File: config.mk
export PLATFORM = sky130hd
export DESIGN_NAME = inv_add_round_key_flat
export DESIGN_NICKNAME = d
export VERILOG_FILES = /design/src/rtl/aes_pkg.sv /design/src/rtl/inv_add_round_key_if.sv /design/src/rtl/round_key_store.sv /design/src/rtl/inv_add_round_key.sv /design/src/flat_wrapper.sv
export SDC_FILE = /design/constraint.sdc
export NUM_CORES = 2
export LEC_CHECK = 0
export ABC_CLOCK_PERIOD_IN_PS = 11520
export CORE_ASPECT_RATIO = 1.4
export CORE_MARGIN = 10
export CORE_UTILIZATION = 53
export CTS_CLUSTER_DIAMETER = 40
export DETAILED_ROUTE_END_ITERATION = 7
export PLACE_DENSITY_LB_ADDON = 0.25
export RECOVER_POWER = 50
export SETUP_SLACK_MARGIN = 0.15
export SLEW_MARGIN = 10
export SYNTH_ARGS = -nofsm -noshare
export SYNTH_HDL_FRONTEND = slang
export SYNTH_SLANG_ARGS = --single-unit
File: constraint.sdc
create_clock -name clk -period 11.52 [get_ports clk]
set_clock_uncertainty 0.2 [all_clocks]
set_input_delay 2.304 -clock clk [delete_from_list [all_inputs] [get_ports clk]]
set_output_delay 2.304 -clock clk [all_outputs]
set_load 0.02 [all_outputs]
File: src/rtl/aes_pkg.sv
// Shared AES-128 types and constants for the decryption datapath stages.
package aes_pkg;

  // Number of AES-128 rounds and key length in 32-bit words.
  localparam int AES_NR       = 10;
  localparam int AES_NK_WORDS = 4;

  // 128-bit state word: bit 127 is byte 0 (row 0, column 0).
  typedef logic [127:0] state_t;

  // Round / round-key index, wide enough for 0..AES_NR.
  typedef logic [3:0]   round_idx_t;

  // AddRoundKey is its own inverse: a plain XOR of state and round key.
  function automatic state_t add_round_key(input state_t s, input state_t k);
    return s ^ k;
  endfunction

endpackage

File: src/rtl/inv_add_round_key_if.sv
// Streaming handshake bundle around the inverse AddRoundKey stage:
// an upstream state channel and a downstream result channel.
interface inv_add_round_key_if;
  import aes_pkg::*;

  // Upstream state channel
  logic       in_valid;
  logic       in_ready;
  state_t     in_state;

  // Downstream result channel
  logic       out_valid;
  logic       out_ready;
  state_t     out_state;
  round_idx_t out_round;
  logic       out_last;

  // Stage view: consumes the input channel, produces the output channel.
  modport slave (
    input  in_valid,
    input  in_state,
    output in_ready,
    output out_valid,
    output out_state,
    output out_round,
    output out_last,
    input  out_ready
  );

  // Neighbour view: produces input states and consumes results.
  modport master (
    output in_valid,
    output in_state,
    input  in_ready,
    input  out_valid,
    input  out_state,
    input  out_round,
    input  out_last,
    output out_ready
  );

endinterface

File: src/rtl/round_key_store.sv
// Register file holding the NR+1 expanded round keys, with one write port,
// one asynchronous read port and a per-index written flag.
module round_key_store
  import aes_pkg::*;
#(
  parameter int NR = AES_NR
) (
  input  logic       clk,
  input  logic       reset,
  input  logic       we,      // already qualified: index in range, between blocks
  input  round_idx_t waddr,
  input  state_t     wdata,
  input  round_idx_t raddr,
  output state_t     rdata,
  output logic       loaded
);

  state_t        mem [NR+1];
  logic [NR:0]   written;

  // Key storage write; contents survive reset and are gated by the flags.
  // NOTE: the key array has no reset on purpose -- it is a plain register file
  // and the written flags below are what make stale contents unusable.
  always_ff @(posedge clk) begin
    if (we) begin
      mem[waddr] <= wdata;
    end
  end

  // Track which indices have been written since reset.
  always_ff @(posedge clk or posedge reset) begin
    if (reset) begin
      written <= '0;
    end else if (we) begin
      written[waddr] <= 1'b1;
    end
  end

  // Read-before-write falls out naturally: a same-cycle write only lands at the
  // clock edge, so the reader still sees the old key this cycle.
  assign rdata  = mem[raddr];
  assign loaded = &written;

endmodule

File: src/rtl/inv_add_round_key.sv
// AES-128 decryption AddRoundKey stage: walks the round keys from rk[NR] down
// to rk[0] for each block, XORs every accepted state with the current key and
// presents it through a single output register with valid/ready handshake.
module inv_add_round_key
  import aes_pkg::*;
#(
  parameter int NR = AES_NR
) (
  input  logic       clk,
  input  logic       reset,
  input  logic       key_we,
  input  round_idx_t key_idx,
  input  state_t     key_data,
  output logic       key_loaded,
  input  logic       abort,
  inv_add_round_key_if.slave bus
);

  localparam round_idx_t LAST_ROUND = round_idx_t'(NR);

  round_idx_t rnd;        // round whose key the next accepted state uses
  state_t     rk;         // current round key
  logic       accept;
  logic       key_write;

  // Keys may only change between blocks so a block never mixes two schedules.
  assign key_write = key_we && (rnd == LAST_ROUND) && (key_idx <= LAST_ROUND);

  round_key_store #(
    .NR (NR)
  ) u_keys (
    .clk    (clk),
    .reset  (reset),
    .we     (key_write),
    .waddr  (key_idx),
    .wdata  (key_data),
    .raddr  (rnd),
    .rdata  (rk),
    .loaded (key_loaded)
  );

  // Single output register with no skid buffer: accept only when the register
  // is empty or being drained this cycle.
  assign bus.in_ready = key_loaded && (!bus.out_valid || bus.out_ready);
  assign accept       = bus.in_valid && bus.in_ready;

  // Round counter, output register and handshake state.
  // NOTE: sequential state uses non-blocking assignments so every register
  // samples the pre-edge values, regardless of statement order.
  always_ff @(posedge clk or posedge reset) begin
    if (reset) begin
      rnd           <= LAST_ROUND;
      bus.out_valid <= 1'b0;
      bus.out_state <= '0;
      bus.out_round <= '0;
      bus.out_last  <= 1'b0;
    end else if (abort) begin
      // Drop the block in flight; a same-cycle accept is discarded.
      rnd           <= LAST_ROUND;
      bus.out_valid <= 1'b0;
    end else if (accept) begin
      bus.out_state <= add_round_key(bus.in_state, rk);
      bus.out_round <= rnd;
      bus.out_last  <= (rnd == '0);
      bus.out_valid <= 1'b1;
      rnd           <= (rnd == '0) ? LAST_ROUND : rnd - 1'b1;
    end else if (bus.out_ready) begin
      // Drained with nothing new behind it; data registers keep their values.
      bus.out_valid <= 1'b0;
    end
  end

  // A stalled output must hold its contents until it is taken or aborted.
  a_hold_under_backpressure : assert property (
    @(posedge clk) disable iff (reset)
    (bus.out_valid && !bus.out_ready && !abort) |=>
      (bus.out_valid && $stable(bus.out_state) &&
       $stable(bus.out_round) && $stable(bus.out_last))
  );

  // The round counter never leaves 0..NR.
  a_rnd_in_range : assert property (
    @(posedge clk) disable iff (reset)
    rnd <= LAST_ROUND
  );

endmodule
File: src/flat_wrapper.sv
// flat-port wrapper written by rule: the top's interface ports become plain ports
module inv_add_round_key_flat import aes_pkg::*;
#(
  parameter int NR = AES_NR
)
  (clk, reset, key_we, key_idx, key_data, key_loaded, abort, bus_in_valid, bus_in_state, bus_in_ready, bus_out_valid, bus_out_state, bus_out_round, bus_out_last, bus_out_ready);
  inv_add_round_key_if bus_i ();
  input  logic clk;
  input  logic reset;
  input  logic key_we;
  input  round_idx_t key_idx;
  input  state_t key_data;
  output logic key_loaded;
  input  logic abort;
  input wire logic [$bits(bus_i.in_valid)-1:0] bus_in_valid;
  input wire logic [$bits(bus_i.in_state)-1:0] bus_in_state;
  output wire logic [$bits(bus_i.in_ready)-1:0] bus_in_ready;
  output wire logic [$bits(bus_i.out_valid)-1:0] bus_out_valid;
  output wire logic [$bits(bus_i.out_state)-1:0] bus_out_state;
  output wire logic [$bits(bus_i.out_round)-1:0] bus_out_round;
  output wire logic [$bits(bus_i.out_last)-1:0] bus_out_last;
  input wire logic [$bits(bus_i.out_ready)-1:0] bus_out_ready;
  assign bus_i.in_valid = bus_in_valid;
  assign bus_i.in_state = bus_in_state;
  assign bus_in_ready = bus_i.in_ready;
  assign bus_out_valid = bus_i.out_valid;
  assign bus_out_state = bus_i.out_state;
  assign bus_out_round = bus_i.out_round;
  assign bus_out_last = bus_i.out_last;
  assign bus_i.out_ready = bus_out_ready;
  inv_add_round_key #(.NR(NR)) u_core (.clk(clk), .reset(reset), .key_we(key_we), .key_idx(key_idx), .key_data(key_data), .key_loaded(key_loaded), .abort(abort), .bus(bus_i));
endmodule
# Word level (Yosys, flattened, before mapping)
# Memories as Yosys holds them, arrays and structs flattened.
# Cells that the tools add are included.
# Widths: inputs -> output; s select.
[word_totals]
register_bits = 149
latch_bits = 0
ram_bits = 1408
mem_bits_ro = 0
wordCells = 37
mem_count = 1
[op_classes]
addsub = 1
n_mul = 0
div = 0
magnitude_cmp = 3
n_eq_ne = 1
n_shift = 0
n_mux = 10
bitwise_logic = 3
n_reduce_logical = 12
[mem_list]
columns = ["name", "words", "width", "rd", "rd_clocked_by_memory_dff", "wr", "line", "text"]
rows = [
  ["u_core.u_keys.mem", 11, 128, 1, 0, 1, "round_key_store.sv:18", "state_t mem [NR+1];"],
]
[ops]
columns = ["op", "n"]
rows = [
  ["$xor 128x128->128", 1],
  ["$mux 4", 3],
  ["$or 11x11->11", 1],
  ["$reduce_and 11->1", 1],
  ["$mux 1", 6],
  ["$logic_and 1x1->1", 5],
  ["$lt 4x5->1 const B", 1],
  ["$demux 1 s4", 1],
  ["$eq 4x4->1 const B", 1],
  ["$ge 4x1->1 const B", 1],
  ["$le 4x4->1 const B", 1],
  ["$logic_not 4->1", 1],
  ["$sub 4x1->4 const B", 1],
  ["$reduce_bool 3->1", 1],
  ["$reduce_and 2->1", 1],
  ["$reduce_bool 2->1", 1],
  ["$logic_not 1->1", 1],
  ["$logic_or 1x1->1", 1],
  ["$not 1->1", 1],
]

# Longest topological paths before layout
[logic_depth]
depth_word = 6
depth_mapped = 9
depth_no_buf = 6

# Hierarchy
# A second synthesis with hierarchy kept.
[unflattened]
cells_unflattened = 3371
hier_area_um2 = 61738.0
[modules_own_cells]
columns = ["module", "instances", "cells_per_inst", "area_each_um2", "seq_area_each_um2"]
rows = [
  ["round_key_store", 1, 2922, 55305.5, 42555.8],
  ["inv_add_round_key", 1, 449, 6432.4, 3455.8],
]

# Worst setup path after synthesis
# Ideal clock, no wire load.
[synth_path]
path_kind = "input-to-reg"
startpoint = "input key_we"
endpoint = "register u_core.u_keys.written[8]"
setup_time_ns = 0.121
arrival_time_ns = 12.428
required_ns = 11.199
slack_ns = -1.229
stages = 4
n_path_buf = 0
cell_sequence = "nand4b_1 or3b_2 nor3_1 or2_2"
[synth_between]
elab_chain_cells = 2
[synth_lines]
columns = ["element", "line", "text"]
rows = [
  ["start, declared", "flat_wrapper.sv:10", "input logic key_we;"],
  ["$logic_and 1x1->1 (2 in a row)", "inv_add_round_key.sv:27", "assign key_write = key_we && (rnd == LAST_ROUND) && (key_idx <= LAST_ROUND);"],
  ["end signal, assigned", "round_key_store.sv:33", "written <= '0;"],
  ["end signal, assigned by index", "round_key_store.sv:35", "written[waddr] <= 1'b1;"],
  ["end, declared", "round_key_store.sv:19", "logic [NR:0] written;"],
]
# Every way passes these cells.
# A chain may end at the register's enable or synchronous reset.

# Worst setup path in the final report
[layout_path]
startpoint = "input key_we"
endpoint = "memory u_core.u_keys.mem[3][110] (netlist name) (enable)"
[layout_between]
elab_chain_cells = 4
[layout_lines]
columns = ["element", "line", "text"]
rows = [
  ["$logic_and 1x1->1 (2 in a row)", "inv_add_round_key.sv:27", ""],
  ["$mux 1", "round_key_store.sv:25", "if (we) begin"],
  ["$mux 1 (implied by the code)", "round_key_store.sv:26", "mem[waddr] <= wdata;"],
  ["end, declared", "round_key_store.sv:18", ""],
]
# Every way passes these cells.

==> results.md <==
* Synth Area in XOR/XNOR at 0%
* Highest Clock Rate at 149 MHz
* Slew at the pin with the worst max-slew slack at 3.20 ns
* Antenna Nets Post-Route at 0
* Synth Area in Simple Gates at 3.09%
* Dominant synthesized flop cell: edfxtp_1
* Routed vias/inst at 6.27
* CTS sink cnt at 1557
* Final min period at ~6.7 ns
* Cell count after placement at 5233
* Most common cell after layout, fill and taps aside: edfxtp_1
* DRC at 0
* I/O pin total at 402
* Yosys reg bits at 1557
* Clk_lat worst skew at 0.77 ns
* H-tree levels at 4
* Die area at 129000 um^2
* Worst setup EP type: flip-flop
* Asr flop ratio synth at 9.57%
* Starting density of the core at 53.5%
* Clock root cell: clkbuf_16
* Power per cell area at 182 nW/um^2
* Layout overhead on the synthesized area at 18.1%
* Syn avg cell area at between 15 and 20 um^2
* First-pass GRT wire length at 224000 um
* Ys Warns at 0
* CTS Buf Count at 158
* DR iter-0 viols at 3227
* Std-Cell Rows at 146
* Detail Placement HPWL at 80800 um
* Layout cells sized above 1 at 8.32%
* Area taken by multi-input logic gates at 13800 um^2
* Final Cycle Share at 58.2%
* CTS tree: built
* CP required at 11.70 ns
* CTS resizes at 0
* Final Hold Viols at 0
* Nets at 4181
* Initial antenna violation count at 48
* Overflow after GRT at 0
* Outcome: complete, but fails checks
* # setup viols final at 0
* Post-Synth Adder-Cell Area at 0.0412%
* Slew HR at -114%
* WL/cell at 27.7 um
* Final Max Slew Viols at roughly 280
* CP arrival at 6.89 ns
* HP Class: reg -> reg
* DR vias at 34735
* Compound-Gate Fraction of Synth Area at under 10%
* Placer Congestion at 0.767
* I/O Buffers at 401
* Register area at 46000 um^2
* Largest net degree at the start of global routing at 132
* EDFF count, synth at 1408
* Layout Cells excl Fill at between 5000 and 6000
* Sequential area share after synthesis at between 70% and 80%
* Mapped Area at around 61000 um^2
* DRT Pass-1 Iters at 5
* Die Ht at approximately 420 um
* Fin Setup TNS at 0 ns
* Leak pwr at 0.0262 uW
* Vias in the first global route at 35023
* Clock buffer depth at 3
* Core ar. at 113000 um^2
* Post-route setup slack at between 4 and 5 ns
* CP startpoint kind: primary input
* Worst IR drop on VDD at around 0.16 mV
* Total wire length at 153000 um
* Synth unique cells at 37
* Violated checks: capacitance limit, slew limit
* Critical setup path kind: in -> reg
* Largest family of logic cells by synthesized area: multiplexers
* Commonest cells after routing, fill and taps aside: edfxtp_1 (1408), mux2i_1 (640), clkdlybuf4s50_1 (270)
* Total global routing track utilization at 23.4%
* CTS Hold Bufs at 0
* Setup Buffers After CTS at 0
* RSZ-0062 raised after global routing: no
* Clk slew on worst S/H paths at roughly 0.06 ns
* Die Width at 306 um
* Pre-CTS WS at 5.33 ns
* Syn_nets at about 3800
* Cells after Synth at 3515
* Max-cap violations at 7
* Fill cells at 7918
* Multiplexer share of the synthesized area at 10.6%
* Worst-path fanout max at 43
final cells by class:
cell class	instances	area share [%]
clock buffer	194	5.95
clock inverter	103	1.70
antenna	10	0.0349
tap	1480	2.58
multi-input combinational	1734	19.3
sequential	1557	64.2
timing repair buffer	455	6.23
inverter	7	0.0524
cells in the mapped netlist, drive strengths merged (4+ instances only):
| master | number | share of area (%) |
|---|---|---|
| dfrtp | 147 | 6.1 |
| nor2b | 129 | 1.3 |
| o22ai | 256 | 2.6 |
| nand2b | 4 | 0.041 |
| o21ai | 135 | 1.1 |
| or3 | 5 | 0.052 |
| edfxtp | 1408 | 70 |
| inv | 6 | 0.037 |
| a211oi | 128 | 1.6 |
| nor2 | 9 | 0.056 |
| nor3 | 5 | 0.041 |
| clkbuf | 129 | 0.80 |
| mux2i | 640 | 11 |
| nor4 | 128 | 1.3 |
| o31ai | 131 | 1.6 |
| o31a | 128 | 1.8 |
| or2 | 8 | 0.082 |
| buf | 88 | 0.77 |
per-stage QoR:
stage                     cell area (um^2)  hold WS, ns  power [uW]  util (%)
final                                71700        0.271       13000      63.2
after global routing                 71700        0.292       13400      63.2
after CTS                            71700        0.271       13100      63.2
after detailed placement             66200        0.256        7860      58.4
after global placement               66200        0.252        7820      58.4
after floorplan                      60700        0.236        7220         -
flip-flops by register name (all words and copies together) (netlist names):
name                   count
u_core.u_keys.mem       1408
u_core.rnd                 4
u_core.bus.out_state     128
u_core.bus.out_last        1
u_core.bus.out_round       4
u_core.u_keys.written     11
u_core.bus.out_valid       1
final timing paths:
check                                          from                        end  slack (ns)  depth (start not counted)
max in group asynchronous                     reset   u_core.bus.out_state[78]        4.85                          3
min in group asynchronous                     reset   u_core.bus.out_state[65]        2.42                          2
max                                          key_we  u_core.u_keys.mem[3][110]        4.81                          6
max reg2reg                           u_core.rnd[1]  u_core.u_keys.mem[3][110]        5.43                          6
min                        u_core.u_keys.written[9]   u_core.u_keys.written[9]        0.27                          1
min reg2reg                u_core.u_keys.written[9]   u_core.u_keys.written[9]        0.27                          1
worst max-delay path, stage by stage:
cell,delay [ns]
dlygate4sd3_1,0.52
nand4b_1,0.21
or3_1,0.55
nor2_4,0.17
clkbuf_1,2.15
buf_4,0.95
layer usage:
layer | vias to the layer above | global-route usage, % | wire length (um)
met5 | - | 0 | 220
met4 | 36 | 8.45 | 4270
met3 | 314 | 5.14 | 12000
met2 | 1400 | 39.3 | 75800
met1 | 17811 | 29.8 | 61200
li1 | 15174 | - | -
power by group:
group | internal (uW) | switching, uW | total (uW)
Clock | 3120 | 2170 | 5300
Sequential | 6370 | 143 | 6520
Combinational | 527 | 684 | 1210
cells by family (layout without fill, tap and decap cells):
| group | Yosys count | after routing |
|---|---|---|
| DFF | 1557 | 1557 |
| AOI/OAI and AO/OA | 787 | 787 |
| muxes | 642 | 642 |
| and+or+nand+nor | 303 | 303 |
| buffers and inverters | 224 | 759 |
| adders and majority gates | 2 | 2 |
| other | 0 | 10 |
Power figures use the tool's default switching activity.
